File: config.mk
export PLATFORM = sky130hd
export DESIGN_NAME = mem_arbiter
export DESIGN_NICKNAME = d
export VERILOG_FILES = /design/src/rtl/mem_arbiter_pkg.sv /design/src/rtl/mem_arbiter.sv
export SDC_FILE = /design/constraint.sdc
export NUM_CORES = 1
export LEC_CHECK = 0
export CAP_MARGIN = 10
export CELL_PAD_IN_SITES_DETAIL_PLACEMENT = 0
export CELL_PAD_IN_SITES_GLOBAL_PLACEMENT = 1
export CORE_ASPECT_RATIO = 1.25
export CORE_MARGIN = 1.5
export CORE_UTILIZATION = 22
export CTS_BUF_LIST = sky130_fd_sc_hd__clkbuf_8
export CTS_CLUSTER_DIAMETER = 40
export DETAILED_ROUTE_END_ITERATION = 8
export HOLD_SLACK_MARGIN = 0.05
export PLACE_DENSITY_LB_ADDON = 0.25
export SLEW_MARGIN = 20
export SYNTH_ARGS = -nofsm -noshare
export SYNTH_HDL_FRONTEND = slang
export SYNTH_SLANG_ARGS = --single-unit
File: constraint.sdc
create_clock -name i_clk -period 4.9 [get_ports i_clk]
set_input_delay 1.47 -clock i_clk [delete_from_list [all_inputs] [get_ports i_clk]]
set_output_delay 1.47 -clock i_clk [all_outputs]
set_load 0.005 [all_outputs]
File: src/rtl/mem_arbiter_pkg.sv
// Shared definitions for the two-requester scratch-memory arbiter.
//
// Contents:
//   arb_state_e  - arbiter ownership state (idle, owned by host, owned by device)
//   REQ_HOST     - requester id of the host command engine (port 0)
//   REQ_DEV      - requester id of the device core (port 1)
//   own_state()  - maps a requester id onto the state in which it owns the memory
package mem_arbiter_pkg;

    typedef enum logic [1:0] {
        ARB_IDLE = 2'd0,
        ARB_OWN0 = 2'd1,
        ARB_OWN1 = 2'd2
    } arb_state_e;

    localparam logic REQ_HOST = 1'b0;
    localparam logic REQ_DEV  = 1'b1;

    function automatic arb_state_e own_state(input logic id);
        return (id == REQ_DEV) ? ARB_OWN1 : ARB_OWN0;
    endfunction

endpackage

File: src/rtl/mem_arbiter.sv
// Two-requester burst arbiter for the single-port scratch memory.
//
// Requester 0 (host command engine) and requester 1 (device core) each present one beat per
// cycle. Ownership is granted per burst; a burst ends on an accepted beat flagged last, on the
// MAX_BURST-th accepted beat (forced handover), or when the owner drops its request. At every
// burst end the round-robin pointer moves to the other requester, which takes over on the next
// cycle if it is requesting.
//
// Ports:
//   i_clk, i_rst_n                 clock, synchronous active-low reset
//   i_req_k / i_we_k / i_addr_k    beat request, write flag and address of requester k
//   i_wdata_k / i_last_k           write data and end-of-burst flag of requester k
//   o_gnt_k                        beat of requester k accepted this cycle (combinational)
//   o_rvalid_k                     o_rdata carries read data for requester k
//   o_rdata                        shared read data, straight from i_mem_rdata
//   o_mem_en / o_mem_we            memory enable / write enable
//   o_mem_addr / o_mem_wdata       memory address / write data (don't-care while o_mem_en=0)
//   i_mem_rdata                    memory read data, valid one cycle after a read enable
//   o_busy                         arbiter is not idle
module mem_arbiter
    import mem_arbiter_pkg::*;
#(
    parameter int unsigned ADDR_BITS = 14,
    parameter int unsigned DATA_BITS = 8,
    parameter int unsigned MAX_BURST = 16
) (
    input  logic                 i_clk,
    input  logic                 i_rst_n,

    input  logic                 i_req_0,
    input  logic                 i_we_0,
    input  logic [ADDR_BITS-1:0] i_addr_0,
    input  logic [DATA_BITS-1:0] i_wdata_0,
    input  logic                 i_last_0,

    input  logic                 i_req_1,
    input  logic                 i_we_1,
    input  logic [ADDR_BITS-1:0] i_addr_1,
    input  logic [DATA_BITS-1:0] i_wdata_1,
    input  logic                 i_last_1,

    output logic                 o_gnt_0,
    output logic                 o_gnt_1,
    output logic                 o_rvalid_0,
    output logic                 o_rvalid_1,
    output logic [DATA_BITS-1:0] o_rdata,

    output logic                 o_mem_en,
    output logic                 o_mem_we,
    output logic [ADDR_BITS-1:0] o_mem_addr,
    output logic [DATA_BITS-1:0] o_mem_wdata,
    input  logic [DATA_BITS-1:0] i_mem_rdata,

    output logic                 o_busy
);

    // One extra bit so MAX_BURST itself is representable for any MAX_BURST >= 1.
    localparam int unsigned         CntW    = $clog2(MAX_BURST) + 1;
    localparam logic [CntW-1:0]     CntLast = CntW'(MAX_BURST - 1);

    arb_state_e          state_q, state_d;
    logic                ptr_q, ptr_d;
    logic [CntW-1:0]     cnt_q, cnt_d;
    logic                rvalid0_q, rvalid1_q;

    logic                own_any;
    logic                owner;
    logic                own_req;
    logic                own_we;
    logic                own_last;
    logic [ADDR_BITS-1:0] own_addr;
    logic [DATA_BITS-1:0] own_wdata;
    logic                other_req;
    logic                gnt0;
    logic                gnt1;
    logic                accept;
    logic                burst_end;
    logic                idle_pick;

    // Owner-side request mux.
    always_comb begin
        own_any = (state_q != ARB_IDLE);
        owner   = (state_q == ARB_OWN1) ? REQ_DEV : REQ_HOST;
        if (owner == REQ_DEV) begin
            own_req   = i_req_1;
            own_we    = i_we_1;
            own_last  = i_last_1;
            own_addr  = i_addr_1;
            own_wdata = i_wdata_1;
            other_req = i_req_0;
        end else begin
            own_req   = i_req_0;
            own_we    = i_we_0;
            own_last  = i_last_0;
            own_addr  = i_addr_0;
            own_wdata = i_wdata_0;
            other_req = i_req_1;
        end
    end

    // Grants are gated by reset so the memory port goes quiet in the reset cycle itself.
    always_comb begin
        gnt0   = i_rst_n & (state_q == ARB_OWN0) & i_req_0;
        gnt1   = i_rst_n & (state_q == ARB_OWN1) & i_req_1;
        accept = gnt0 | gnt1;
        // Dropping the request ends the burst with nothing accepted; otherwise the beat is
        // accepted and may close the burst by its last flag or by hitting the beat limit.
        burst_end = own_any & (~own_req | own_last | (cnt_q == CntLast));
        // From idle: the favoured requester wins if it asks, otherwise the other one.
        if (ptr_q == REQ_DEV) begin
            idle_pick = i_req_1 ? REQ_DEV : REQ_HOST;
        end else begin
            idle_pick = i_req_0 ? REQ_HOST : REQ_DEV;
        end
    end

    always_comb begin
        state_d = state_q;
        ptr_d   = ptr_q;
        cnt_d   = cnt_q;
        case (state_q)
            ARB_IDLE: begin
                if (i_req_0 | i_req_1) begin
                    state_d = own_state(idle_pick);
                    cnt_d   = '0;
                end
            end
            ARB_OWN0, ARB_OWN1: begin
                if (burst_end) begin
                    ptr_d   = ~owner;
                    state_d = other_req ? own_state(~owner) : ARB_IDLE;
                    cnt_d   = '0;
                end else if (accept) begin
                    cnt_d = cnt_q + CntW'(1);
                end
            end
            default: begin
                state_d = ARB_IDLE;
                cnt_d   = '0;
            end
        endcase
    end

    always_ff @(posedge i_clk) begin
        if (!i_rst_n) begin
            state_q   <= ARB_IDLE;
            ptr_q     <= REQ_HOST;
            cnt_q     <= '0;
            rvalid0_q <= 1'b0;
            rvalid1_q <= 1'b0;
        end else begin
            state_q   <= state_d;
            ptr_q     <= ptr_d;
            cnt_q     <= cnt_d;
            // Memory returns read data one cycle after the accepting cycle.
            rvalid0_q <= gnt0 & ~i_we_0;
            rvalid1_q <= gnt1 & ~i_we_1;
        end
    end

    assign o_gnt_0     = gnt0;
    assign o_gnt_1     = gnt1;
    assign o_rvalid_0  = rvalid0_q;
    assign o_rvalid_1  = rvalid1_q;
    assign o_rdata     = i_mem_rdata;
    assign o_mem_en    = accept;
    assign o_mem_we    = accept & own_we;
    assign o_mem_addr  = own_addr;
    assign o_mem_wdata = own_wdata;
    assign o_busy      = own_any;

endmodule

* Yosys cells after proc, flatten, opt, wreduce, memory -nomap -nowiden *
Index checks and enable logic that the tools add are counted.

word-level totals
  flip-flop bits (word level) = 10
  input port bits = 60
  output and inout port bits = 37

cells by class
  reduce and logical (&&, ||, !) cells = 6
  equal/unequal tests = 6
  add/subtract/negate cells = 1
  multiplexer cells = 20
  bitwise operators = 16

operator list
  operator                                                          number
  5-bit 2-to-1 mux                                                  3
  14-bit 2-to-1 mux                                                 1
  2-bit 2-to-1 mux                                                  5
  5-bit one-hot mux with 2 select lines                             1
  1-bit AND                                                         8
  1-bit 2-to-1 mux                                                  8
  8-bit 2-to-1 mux                                                  1
  2-bit AND reduction                                               3
  5-bit by 1-bit adder with 5-bit output (second input constant)    1
  5-bit by 4-bit == test with 1-bit output (second input constant)  1
  2-bit != test (second input constant)                             2
  1-bit inverter                                                    4
  1-bit OR                                                          4
  2-bit one-hot mux with 2 select lines                             1
  3-bit != test (second input constant)                             1
  2-bit by 1-bit == test with 1-bit output (second input constant)  1
  2-bit == test (second input constant)                             1
  2-bit logical NOT                                                 1
  2-bit nonzero test                                                1
  2-bit OR reduction                                                1

* Longest topological paths before layout *
Gate-level depths: netlist of run 1.

  depth in word-level cells = 9
  depth in mapped cells = 7

* Worst setup path before layout of run 1 *
No wires, ideal clock.

  path type = input-to-output
  start = input port i_req_1
  end = output port o_mem_we
  arrival = 1918 ps
  path slack = 1512 ps
  cell stages on the path = 3
  data required time = 3430 ps
  path through = a22o_1 > nand2_1 > nor2_1

between the ends
  cells in the longest elaborated chain, start to end = 3

RTL lines
  element             RTL line            source
  start: declaration  mem_arbiter.sv:36   input logic i_req_1,
  1-bit AND           mem_arbiter.sv:104  gnt1 = i_rst_n & (state_q == ARB_OWN1) & i_req_1;
  1-bit OR            mem_arbiter.sv:105  accept = gnt0 | gnt1;
  1-bit AND           mem_arbiter.sv:167  assign o_mem_we = accept & own_we;
  end: declaration    mem_arbiter.sv:49   output logic o_mem_we,

Every way passes these cells.

* Final worst setup path of run 1 *
  start = input port i_req_0
  end = output port o_mem_we

between the ends
  cells in the longest elaborated chain, start to end = 3

RTL lines
  element             RTL line            source
  start: declaration  mem_arbiter.sv:30   input logic i_req_0,
  1-bit AND           mem_arbiter.sv:103  gnt0 = i_rst_n & (state_q == ARB_OWN0) & i_req_0;
  1-bit OR            mem_arbiter.sv:105
  1-bit AND           mem_arbiter.sv:167

Every way passes these cells.

==> results list, run 1 <==
- # Max-Cap Violations: 0
- Counting flops and latches in the post-synthesis netlist gives 10.
- Summed over all layers, the global routing overflow is 0.
- Maximum fanout along the worst path: 6
- STA classifies the critical path endpoint as an output pin.
- The number of nets in the synthesized netlist is 170.
* Buffer count from post-CTS setup fixing: 0
- Total placed instance area: 1810 µm²
- Clock input transition at the sequential cells of the worst setup and hold paths: 0.05 ns
- The detailed router finished its first iteration with 27 violations.
- Counting every sink on the clock net gives 10.
* DIE HEIGHT: 78.4 µm
* Final total negative setup slack: 0 ns
- Full die area: 4970 µm²
* Type of the worst setup path: in -> out
- Clock latency on the worst-skew pair: 0.24 ns
- Worst Skew: 0.00309 ns
- For met1 alone, demand over resource in global routing was 12.6%.
* Aggregate global-route resource usage: 12.6%
- The final layout contains routed wiring with a total length of 3160 µm.
- The cell family contributing the most delay on the critical path is buffers and inverters.
* Most common library cell in the layout ignoring fill and taps: sky130_fd_sc_hd__clkdlybuf4s50_1
* Pre-Repair DR Iteration Count: 2
- Compared with the post-synthesis result, the final layout area differs by 84.7%.
* Mean area per synthesized cell: 9.72 µm²
* Run status: complete, no violations
- Proportion of synthesized chip area in sequential cells: 20.0%
- In this run, placement finished with an instance count of 232.
* Ports placed on the boundary: 97
- In this run, the clock network consumes 16.4% of the power.
- Number of buffer and inverter instances along the worst setup path: 2
- Setup repair after global routing left no endpoint under its margin.
- Counting along the longest clock path gives a buffer depth of 2.
* Site row count: 27
* Drt drc: 0
* Final std cell area, no fill: 1850 µm²
* Total via count after detailed routing: 1061
* Number of port buffers: 80
* Number of warnings printed during yosys synthesis: 0
- The initial antenna violation count is 0.
- For this run, the post-layout net count is 246.
* TritonCTS Buffers: 3
* M2 GR Usage: 23.6%
- The smallest clock period supported by the final layout is computed as 4.55 ns.
- Excluding fillers, the count of instances in the completed layout stands at 235.
* WP data required: 3.43 ns
- Per-cell routed wire length: 13.4 µm
- Estimated wirelength of the detail-placed design: 2620 µm
- Filler cell count in the final layout: 422
- Type of the most critical hold path: reg -> reg
* Worst-case headroom to the max-slew limit: 30.0%
- Total internal power: 347 µW
- VDD sags by at most 164 µV.
* # setup viols final: 0
- In this run switching power makes up 33.4% of total power.
- The slowest stage of the critical path belongs to the cell sky130_fd_sc_hd__clkdlybuf4s50_1.
- Most used cells in the layout excluding fill and tap cells: 80 x sky130_fd_sc_hd__clkdlybuf4s50_1, 23 x sky130_fd_sc_hd__mux2_2, 10 x sky130_fd_sc_hd__dfxtp_1, 7 x sky130_fd_sc_hd__inv_1, 7 x sky130_fd_sc_hd__ha_1
- TritonCTS built the clock tree.
- Most Crowded Layer GR: met2
- In this design, the stage delay of the slowest critical-path cell is 0.58 ns.
- After synthesis the cells add up to 1000 µm².
* Initial Util: 22.8%
* Die Span X: 63.3 µm
- Leakage Power: 0.731 nW
- Yosys cell types: 34
- Entering global routing, the biggest net connects 25 pins.
- Measured on the finished design, the core utilization comes to 42.1%.
* Final estimated routing congestion in global placement: 0.808
- After detailed routing, the number of vias per cell comes to 4.51.
- Core footprint: 4390 µm²
* # hold bufs at CTS: 0
- Syn Inst Count: 103
- First-pass GRT wire length: 5000 µm
- Actual slew at the worst max-slew pin: 1.05 ns
- Data on the critical path arrives at its endpoint at 3.08 ns.
- Fraction of final layout cells with drive strength greater than 1: 19.2%
* Number of instances resized during post-cts repair: 0
* Via count of the first global-routing pass: 1103
- Hold Vio Cnt, Final: 0
- The total count of max-transition violations in the final report was 0.
- Diodes inserted: 0
- Worst hold slack across all endpoints: 0.466 ns
* Most used cell along the critical path: sky130_fd_sc_hd__clkdlybuf4s50_1
* Cell at the root of the clock tree: sky130_fd_sc_hd__clkbuf_8
* Ratio of total power to cell area: 282 nW/µm²
- Static timing analysis puts the maximum clock frequency at 0.220 GHz.
- Startpoint kind of the worst setup timing path: primary input
* H-tree levels: 1
* Period utilisation layout: 92.9%
- In this run the remaining antenna-violating nets after routing total 0.
- M3 GR Usage: 4.15%
- Reg power frac: 19.0%
- Ordered list of cells on the worst path: clkdlybuf4s50_1 -> a22o_1 -> nand2_1 -> nor2_1 -> clkdlybuf4s50_1
* Switching component of the power: 174 µW
- Logic gate share of total power: 64.6%
final cells by class:
cell class | instances | area, µm² | share of cell area (%)
clock buffers | 3 | 41.3 | 2.23
multi-input cells | 75 | 693 | 37.5
inverters | 7 | 26.3 | 1.42
repair buffers | 82 | 816 | 44.1
well taps | 58 | 72.6 | 3.92
flip-flops and latches | 10 | 200 | 10.8
path summary, 6_finish.rpt:
| kind | start | endpoint | slack, ns | cells after the start |
|---|---|---|---|---|
| max | i_req_0 | o_mem_we | 0.35 | 5 |
| max reg2reg | state_q[0] | cnt_q[0] | 2.30 | 7 |
| min | cnt_q[4] | cnt_q[4] | 0.47 | 1 |
| min reg2reg | cnt_q[4] | cnt_q[4] | 0.47 | 1 |
metrics by stage:
step,worst slack (ns),total power [mW]
finish,0.349,0.521
global route,0.237,0.554
CTS,0.338,0.528
detailed placement,0.346,0.441
global placement,0.394,0.437
floorplan,1.51,0.288
Yosys cell counts, drive strengths merged:
master / n / area (µm²)
mux2: 24 / 274
buf: 11 / 81.3
dfxtp: 10 / 200
ha: 7 / 87.6
inv: 7 / 26.3
nor2: 5 / 18.8
a211oi: 4 / 42.5
a21o: 3 / 22.5
and3: 3 / 18.8
nand2: 3 / 11.3
nand3: 3 / 27.5
a21oi: 2 / 10.0
a22o: 2 / 17.5
a41o: 2 / 20.0
mux2i: 2 / 32.5
nand3b: 2 / 15.0
nor2b: 2 / 12.5
o21ai: 2 / 10.0
a311oi: 1 / 8.76
a31oi: 1 / 6.26
a32oi: 1 / 16.3
and2: 1 / 6.26
and2b: 1 / 7.51
nand4b: 1 / 8.76
nor3: 1 / 5.00
o31ai: 1 / 7.51
or2: 1 / 6.26
per-layer routing:
layer	vias to the layer above	wire, µm
met5	-	0
met4	0	51
met3	5	360
met2	74	1490
met1	464	1250
li1	518	-
cell families after synthesis:
logic type | Yosys count | share of synthesized area (%)
muxes | 26 | 30.6
and+or+nand+nor | 23 | 13.8
AOI/OAI and AO/OA | 19 | 16.1
buffers and inverters | 18 | 10.8
DFF | 10 | 20.0
adders and majority gates | 7 | 8.75
power groups by stage:
stage | clock network (mW) | registers [mW] | logic [mW]
after floorplan | 0 | 0.0988 | 0.190
after global placement | 0 | 0.100 | 0.337
after detailed placement | 0 | 0.101 | 0.341
after CTS | 0.0864 | 0.0992 | 0.342
after global routing | 0.0904 | 0.100 | 0.364
final | 0.0853 | 0.0991 | 0.337
state kept, by name, summed over array words and instances (netlist names):
| signal | flops |
|---|---|
| o_rvalid_0 | 1 |
| cnt_q | 5 |
| ptr_q | 1 |
| state_q | 2 |
| o_rvalid_1 | 1 |
Note: power is estimated with default switching activity, not from simulation.
==> run 2, diff against run 1 <==
- GPL_TIMING_DRIVEN: unset -> 0
==> run 2 against run 1 <==
Power up 4.9%. Fmax down 0.24%. Flip-flop and latch count unchanged. Register-to-register slack better by 0.70 ns. Via count up 5.9%. Critical path type unchanged. First-iteration DRC count down 52%. Routed wire length up 0.29%.
==> results list, run 2 (synthesis results as in run 1) <==
- Run status: complete, no violations
* Final wirelength: 3160 µm
* Worst Skew: 0.00303 ns
- Highest attainable clock frequency: 0.219 GHz
* Hold Vio Cnt, Final: 0
- The worst-case IR drop observed on VDD is 169 µV.
- Vias/cell: 4.44
- The number of hold buffers added after CTS was 0.
- Once layout is complete, the utilization of the core stands at 45.8%.
- In this run the worst hold path is classified as reg -> reg.
- Clock tree sinks: 10
- Once placement finished, the instance area stood at 1950 µm².
* Most used cells in the layout excluding fill and tap cells: 88 x sky130_fd_sc_hd__clkdlybuf4s50_1, 23 x sky130_fd_sc_hd__mux2_2, 10 x sky130_fd_sc_hd__dfxtp_1, 8 x sky130_fd_sc_hd__buf_4
* CP Data Arrival Time: 3.09 ns
- The wire-length estimate of the detail-placed layout is 2720 µm.
- Site row count: 27
- For met1 alone, demand over resource in global routing was 13.2%.
- The floorplan step defined a die boundary enclosing 4970 µm².
- Along the worst path, the maximum fanout reaches 6.
- In this run the post-CTS setup repair buffer count came out at 0.
- Worst-case headroom to the max-slew limit: 66.7%
- Ratio of total power to cell area: 272 nW/µm²
* Logic gate share of total power: 63.7%
- More flip-flops sit in one register than any other, and that register is cnt_q.
* Period utilisation layout: 93.1%
* Initial Util: 22.8%
* Post-layout worst setup margin: 0.338 ns
* Number of nets with antenna violations after routing: 0
- Die Span X: 63.3 µm
* Maximum number of pins on one net before global-route repair: 11
- Clock input transition at the sequential cells of the worst setup and hold paths: 0.05 ns
- Max-cap violations in this run came to 0.
- Initial antenna violation count: 0
- Total design power: 547 µW
- Summed over all nets, the switching power comes to 174 µW.
* Final estimated routing congestion in global placement: 0.667
* Iteration-0 DRC Markers: 13
* M3 GR Usage: 3.30%
- Pre-Repair DR Iteration Count: 4
* Max stage delay on crit path: 0.57 ns
* Filler cell count in the final layout: 417
- Slew Limit Fails: 0
* Diodes inserted: 0
- Aggregate global-route resource usage: 12.2%
- The analysis attributes to cell leakage a power of 0.813 nW.
- Most used cell along the critical path: sky130_fd_sc_hd__clkdlybuf4s50_1
- For the worst setup path, the data required time is 3.43 ns.
* Type of the worst setup path: in -> out
- Actual slew at the worst max-slew pin: 0.496 ns
- The worst setup path is launched from a primary input.
- The slowest stage of the critical path is the sky130_fd_sc_hd__clkdlybuf4s50_1 cell.
- The total overflow left after global routing is 0.
* First-pass GRT wire length: 4990 µm
- The critical path goes through clkdlybuf4s50_1 -> a22o_1 -> nand2_1 -> nor2_1 -> clkdlybuf4s50_1.
- Drt drc: 0
* Type of element capturing the critical path: output pin
- No sink is reached through more buffers than the 2 on the longest clock path.
- Summing over every cut layer, the via total after detailed routing is 1124.
* Final std cell area, no fill: 2010 µm²
- Fraction of final layout cells with drive strength greater than 1: 22.6%
* Reg power frac: 18.1%
- Timing analysis after detailed placement gives a worst setup slack of 0.336 ns.
- Counting I/O delays and the setup requirement, the final critical path takes 4.56 ns.
- Total internal power: 373 µW
* M2 GR Usage: 23.5%
- The tree is rooted in a sky130_fd_sc_hd__clkbuf_8.
* Area Overhead vs Synth: 101%
* Net switching fraction of the power: 31.9%
* Largest registers: cnt_q x5, state_q x2
* Ports placed on the boundary: 97
- Most common library cell in the layout ignoring fill and taps: sky130_fd_sc_hd__clkdlybuf4s50_1
* DIE HEIGHT: 78.4 µm
- Number of port buffers: 88
* Final-stage net count: 263
* Top delay family on crit path: buffers and inverters
* Number of buffer and inverter instances along the worst setup path: 2
* Clock tree from TritonCTS: yes
- The clock reaches the later pin of the worst-skew pair after 0.23 ns.
- Of the total power, the clock network draws 18.2%.
- Per-cell routed wire length: 12.5 µm
* Via count of the first global-routing pass: 1126
- Core footprint: 4390 µm²
- Buffers inserted during clock tree synthesis total 3.
* Number of flip-flops in the largest register: 5
* Unrepaired setup endpoints after global routing: false
- In the final timing run, aggregate negative setup slack is 0 ns.
- Most Crowded Layer GR: met2
* Number of instances resized during post-cts repair: 0
* H-tree levels: 1
- # setup viols final: 0
==> run 2: changes by cell type in the layout (fill, tap and decap cells not counted) <==
cell / delta
sky130_fd_sc_hd__buf_4: +6
sky130_fd_sc_hd__clkdlybuf4s50_1: +8
sky130_fd_sc_hd__buf_2: +2
sky130_fd_sc_hd__buf_6: +1
sky130_fd_sc_hd__clkbuf_8: +1
==> run 2: cell type report <==
class	count	area (µm²)	area share, %
plain buffers	11	81.3	4.05
clock buffers	4	55.1	2.74
inverters	7	26.3	1.31
multi-input cells	75	693	34.5
flip-flops and latches	10	200	9.96
well taps	58	72.6	3.61
repair buffers	88	881	43.8
==> run 2: through the flow <==
stage          cells  hold WS, ns
2_1_floorplan    103        0.426
3_3_place_gp     249        0.437
3_5_place_dp     249        0.454
4_1_cts          253        0.464
5_1_grt          253        0.478
6_report         253        0.456
==> run 2: power by group through the flow <==
| stage | clock network, mW | registers [mW] | logic, mW |
|---|---|---|---|
| floorplan | 0 | 0.0988 | 0.190 |
| global placement | 0 | 0.0997 | 0.348 |
| detailed placement | 0 | 0.101 | 0.352 |
| CTS | 0.104 | 0.0992 | 0.354 |
| global route | 0.109 | 0.101 | 0.377 |
| finish | 0.0996 | 0.0991 | 0.348 |
==> run 2: routing by layer <==
layer / vias up / wire length [µm]
met5: - / 0
met2: 71 / 1610
met4: 0 / 13
met1: 502 / 1210
li1: 549 / -
met3: 2 / 331
==> run 2: path summary, 6_finish.rpt <==
kind                  from       end  slack (ns)  cells after the start
setup / recovery   i_req_0  o_mem_we        0.34                      5
hold / removal    cnt_q[4]  cnt_q[4]        0.46                      1
setup reg to reg  cnt_q[0]  cnt_q[0]        3.00                      7
hold reg to reg   cnt_q[4]  cnt_q[4]        0.46                      1
==> run 3, diff against run 2 <==
- MAX_ROUTING_LAYER: unset -> met4
- SLEW_MARGIN: 20 -> 10
==> run 3 against run 2 <==
Power hardly changed. Fmax barely moved. Setup slack is essentially flat. Register-to-register slack is essentially flat. Sequential share of layout area is the same. Via count is 0.27% higher.
==> results list, run 3 (synthesis results as in run 1) <==
- Clock latency on the worst-skew pair: 0.23 ns
- Clock input transition at the sequential cells of the worst setup and hold paths: 0.05 ns
- STA classifies the critical path startpoint as a primary input.
* Total via count after detailed routing: 1127
- The die is 63.3 µm wide.
- CTS saw 10 sinks.
* Cell at the root of the clock tree: sky130_fd_sc_hd__clkbuf_8
* Final estimated routing congestion in global placement: 0.673
- The register with the most flip-flops in the layout has 5 of them.
* Most used cells in the layout excluding fill and tap cells: 88 x sky130_fd_sc_hd__clkdlybuf4s50_1, 23 x sky130_fd_sc_hd__mux2_2, 10 x sky130_fd_sc_hd__dfxtp_1, 8 x sky130_fd_sc_hd__buf_4
- The initial utilization of the core area, before any placement, comes to 22.8%.
* First-pass GRT wire length: 5010 µm
* Maximum fanout along the worst path: 6
- Buffer count from post-CTS setup fixing: 0
- Iteration-0 DRC Markers: 13
- Estimated wirelength of the detail-placed design: 2720 µm
- Utilization of the core after routing: 45.8%
- For this run, the detailed router's first-pass iteration total came to 4.
- The clock passes through at most 2 buffers.
* Per-cell routed wire length: 12.5 µm
* # hold bufs at CTS: 0
* Full die area: 4970 µm²
- Hold Vio Cnt, Final: 0
- For the final database, setup skew stands at 0.00303 ns.
- The endpoint identified for the worst register-to-register timing path is cnt_q[0].
- In the final layout, the multi-input gates occupy 693 µm².
- Area Overhead vs Synth: 101%
- Type of the most critical hold path: reg -> reg
- In the routed layout, each cell is associated on average with a via count of 4.45.
- In the final layout, the registers with the most flip-flops are cnt_q x5, state_q x2.
- Setup repair after global routing left no endpoint under its margin.
- TritonCTS built the clock tree.
- # setup viols final: 0
- Worst-case headroom to the max-slew limit: 66.7%
* Number of port buffers: 88
- After floorplanning, the core was divided into 27 placement rows.
- IR analysis of the VDD net gives a maximum drop of 169 µV.
* WP data required: 3.43 ns
- M2 GR Usage: 23.3%
- Type of the worst setup path: in -> out
- In the final design database the tool counted 263 nets.
* CP Launch Point: i_req_0
- R2R setup slack: 3.00 ns
- Highest attainable clock frequency: 0.219 GHz
- Of the available clock period, the critical path in the final layout requires 93.1%.
- For this design the top-level I/O count stands at 97.
- Once routing completed, OpenROAD measured the worst setup slack at 0.338 ns.
* Run status: complete, no violations
- Entering global routing, the biggest net connects 11 pins.
- Pre-CTS setup slack: 0.336 ns
- Number of nets with antenna violations after routing: 0
- Summed over all cells, the static leakage comes to 0.813 nW.
* Aggregate global-route resource usage: 12.6%
- Min Tclk post-route: 4.56 ns
- Power spread over the standard cell area amounts to 272 nW/µm².
- Slew Limit Fails: 0
* M3 GR Usage: 3.30%
- Final wirelength: 3170 µm
- In this run the number of H-tree levels came out at 1.
- The filler cells instantiated in the layout total 417.
- Final total negative setup slack: 0 ns
* Core footprint: 4390 µm²
* Most Crowded Layer GR: met2
* Largest register by flop count: cnt_q
- Type of element capturing the critical path: output pin
- Register cell area after layout: 200 µm²
- Drt drc: 0
- Diodes inserted: 0
- Setup crit end: o_mem_we
- Depth of the worst register-to-register path: 7
* CP Data Arrival Time: 3.09 ns
* Via count of the first global-routing pass: 1127
* # Max-Cap Violations: 0
* Actual slew at the worst max-slew pin: 0.496 ns
- The library cell used most frequently in the layout, excluding fill and tap cells, is sky130_fd_sc_hd__clkdlybuf4s50_1.
- DIE HEIGHT: 78.4 µm
- Cells with a size suffix above 1 make up 22.6% of the layout.
- TritonCTS Buffers: 3
- Initial antenna violation count: 0
- Aggregate global routing overflow: 0
- For met1 alone, demand over resource in global routing was 13.4%.
* Number of instances resized during post-cts repair: 0
- The startpoint identified for the worst register-to-register timing path is cnt_q[0].
## run 3: through the flow
stage	hold slack [ns]	cell area [µm²]	std cells	total power, mW
6_report	0.456	2010	253	0.547
5_1_grt	0.478	2010	253	0.588
2_1_floorplan	0.426	1000	103	0.288
4_1_cts	0.464	2010	253	0.557
3_3_place_gp	0.437	1950	249	0.447
3_5_place_dp	0.454	1950	249	0.453
## run 3: power by group
group | switching (mW) | internal, mW | leakage, nW
Sequential | 0.00770 | 0.0914 | 0.0810
Combinational | 0.138 | 0.211 | 0.704
Clock | 0.0292 | 0.0704 | 0.0288
Total | 0.175 | 0.373 | 0.813
## run 3: critical path: stages
cell	delay, ns
sky130_fd_sc_hd__clkdlybuf4s50_1	0.57
sky130_fd_sc_hd__a22o_1	0.25
sky130_fd_sc_hd__nand2_1	0.16
sky130_fd_sc_hd__nor2_1	0.13
sky130_fd_sc_hd__clkdlybuf4s50_1	0.50
## run 3: worst min-delay path by stage
stage	startpoint	to	slack [ns]	depth (start not counted)
after global routing	cnt_q[4]	cnt_q[4]	0.48	1
after floorplan	cnt_q[4]	cnt_q[4]	0.43	1
after global placement	cnt_q[4]	cnt_q[4]	0.44	1
after detailed placement	cnt_q[4]	cnt_q[4]	0.45	1
after CTS	cnt_q[4]	cnt_q[4]	0.46	1
final	cnt_q[4]	cnt_q[4]	0.46	1
## run 3: cell type report
| type | count | share of cell area, % |
|---|---|---|
| Buffer | 11 | 4.05 |
| Clock buffer | 4 | 2.74 |
| Inverter | 7 | 1.31 |
| Multi-Input combinational cell | 75 | 34.5 |
| Sequential cell | 10 | 9.96 |
| Tap cell | 58 | 3.61 |
| Timing Repair Buffer | 88 | 43.8 |
## run 3: routing by layer
layer  vias up  share of wire [%]  wire [µm]
li1        549                  -          -
met1       505                 38       1210
met2        71                 51       1610
met3         2                 11        335
met4         0               0.41         13
met5         -                  0          0
==> patch, RTL diff (settings of run 2) <==
The parameter `ADDR_BITS` goes from 14 to 15.
--- a/src/rtl/mem_arbiter.sv
+++ b/src/rtl/mem_arbiter.sv
@@ -22,3 +22,3 @@
 #(
-    parameter int unsigned ADDR_BITS = 14,
+    parameter int unsigned ADDR_BITS = 15,
     parameter int unsigned DATA_BITS = 8,
Ports: changed (resized i_addr_0, i_addr_1 and o_mem_addr); port bits go from 97 to 100. The function was not compared with the original's and may differ.
==> patch against run 2 <==
  * Synthesized cell count is 0.97% higher
  * Register-to-register slack got worse by 0.03 ns
  * Design area up 2.2%
  * Utilization up 0.67 points
  * Via count rose by 3.2%
  * Synthesized area is 1.5% higher
  * Largest cell class unchanged
  * Sequential cell count stayed put
  * Wire length up 12%
  * Total power grew 2.9%
  * Setup slack got worse by 0.013 ns
  * Count of clock-buffer cells in the layout unchanged
==> patch: results (changes against run 2) <==
Relative slew margins -> 66.6% (was 66.7%)
minimum setup slack after placement -> 0.342 ns (was 0.336 ns)
maximum operating frequency -> 0.219 GHz (about the same)
final-stage net count -> 269 (was 263)
Placed Instance Area -> 2000 um2 (was 1950 um2)
Non-Filler Instances -> 257 (was 253)
sequential area share after synthesis -> 19.7% (was 20.0%)
met2 Track Usage GR -> 25.5% (was 23.5%)
total routing usage reported by global routing -> 14.1% (was 12.2%)
minimum hold slack -> 0.447 ns (was 0.456 ns)
GR Util met3 -> 4.96% (was 3.30%)
Synth Area in Compound Gates -> 15.9% (was 16.1%)
VDD IR-drop max -> 0.209 mV (was 0.169 mV)
M1 WL -> 1.40 mm (was 1.21 mm)
detailed placer's ending HPWL -> 2.97 mm (was 2.72 mm)
Mean Syn Cell Area -> 9.77 um2 (was 9.72 um2)
number of input and output port buffers inserted -> 91 (was 88)
routed length on met3 -> 418 um (was 331 um)
top metal layer carrying routed signals -> met4 (unchanged)
leakage power -> 0.830 nW (was 0.813 nW)
xor and xnor area share after synthesis -> 0% (unchanged)
Worst Reg-to-Reg Cells -> 7 (unchanged)
met2 wirelength from detailed routing -> 1.69 mm (was 1.61 mm)
P per Cell Area -> 274 nW/um2 (was 272 nW/um2)
average wire per cell in the routed design -> 13.8 um (was 12.5 um)
Placed Cells incl. Taps -> 253 (was 249)
final-layout fill cell count -> 416 (was 417)
post-synthesis share of cell area spent on full adders, half adders and majority gates -> 8.62% (was 8.75%)
number of global-route vias before repair -> 1,230 (was 1,126)
launching element of the worst setup path -> i_req_1 (was i_req_0)
setup slack on the worst flop-to-flop path -> 2.97 ns (was 3.00 ns)
fraction of layout instances using a drive strength above 1 -> 22.6% (about the same)
number of different library cells in the post-synthesis netlist -> 34 (unchanged)
first-iteration detailed-routing DRC count -> 22 (was 13)
1st-pass router iterations -> 3 (was 4)
run status -> completed (unchanged)
Arrival @ worst endpoint -> 3.10 ns (was 3.09 ns)
Final GP Congestion -> 0.685 (was 0.667)
post-synthesis net count -> 173 (was 170)
endpoint of the worst hold-timing path -> cnt_q[4]$_SDFFE_PN0P_ (unchanged)
global-route wire length before repair -> 5.71 mm (was 4.99 mm)
mux cell area share after synthesis -> 31.7% (was 30.6%)
met1 layer usage reported by global route -> 15.2% (was 13.2%)
Synth area leaders -> sky130_fd_sc_hd__mux2_2, sky130_fd_sc_hd__dfxtp_1, sky130_fd_sc_hd__ha_1 (unchanged)
Clock Skew -> 0.00343 ns (was 0.00303 ns)
routed vias/inst -> 4.51 (was 4.44)
[patch: worst max-delay path, cell delays in order]
cell and delay [ns]:
sky130_fd_sc_hd__clkdlybuf4s50_1 0.56, sky130_fd_sc_hd__a22o_1 0.27, sky130_fd_sc_hd__nand2_1 0.16, sky130_fd_sc_hd__nor2_1 0.14
sky130_fd_sc_hd__clkdlybuf4s50_1 0.51
[patch: power by group]
part	internal (W)	switching [W]	leakage (nW)
sequential	0.0000914	0.00000777	0.0810
combinational	0.000217	0.000144	0.720
clock	0.0000706	0.0000320	0.0288
total	0.000379	0.000184	0.830
[patch: cell type report]
| type | instances | area share [%] |
|---|---|---|
| tap | 58 | 3.53 |
| buffer | 11 | 3.96 |
| inverter | 7 | 1.28 |
| sequential | 10 | 9.74 |
| timing repair buffer | 91 | 44.3 |
| clock buffer | 4 | 2.68 |
| multi-input combinational | 76 | 34.5 |
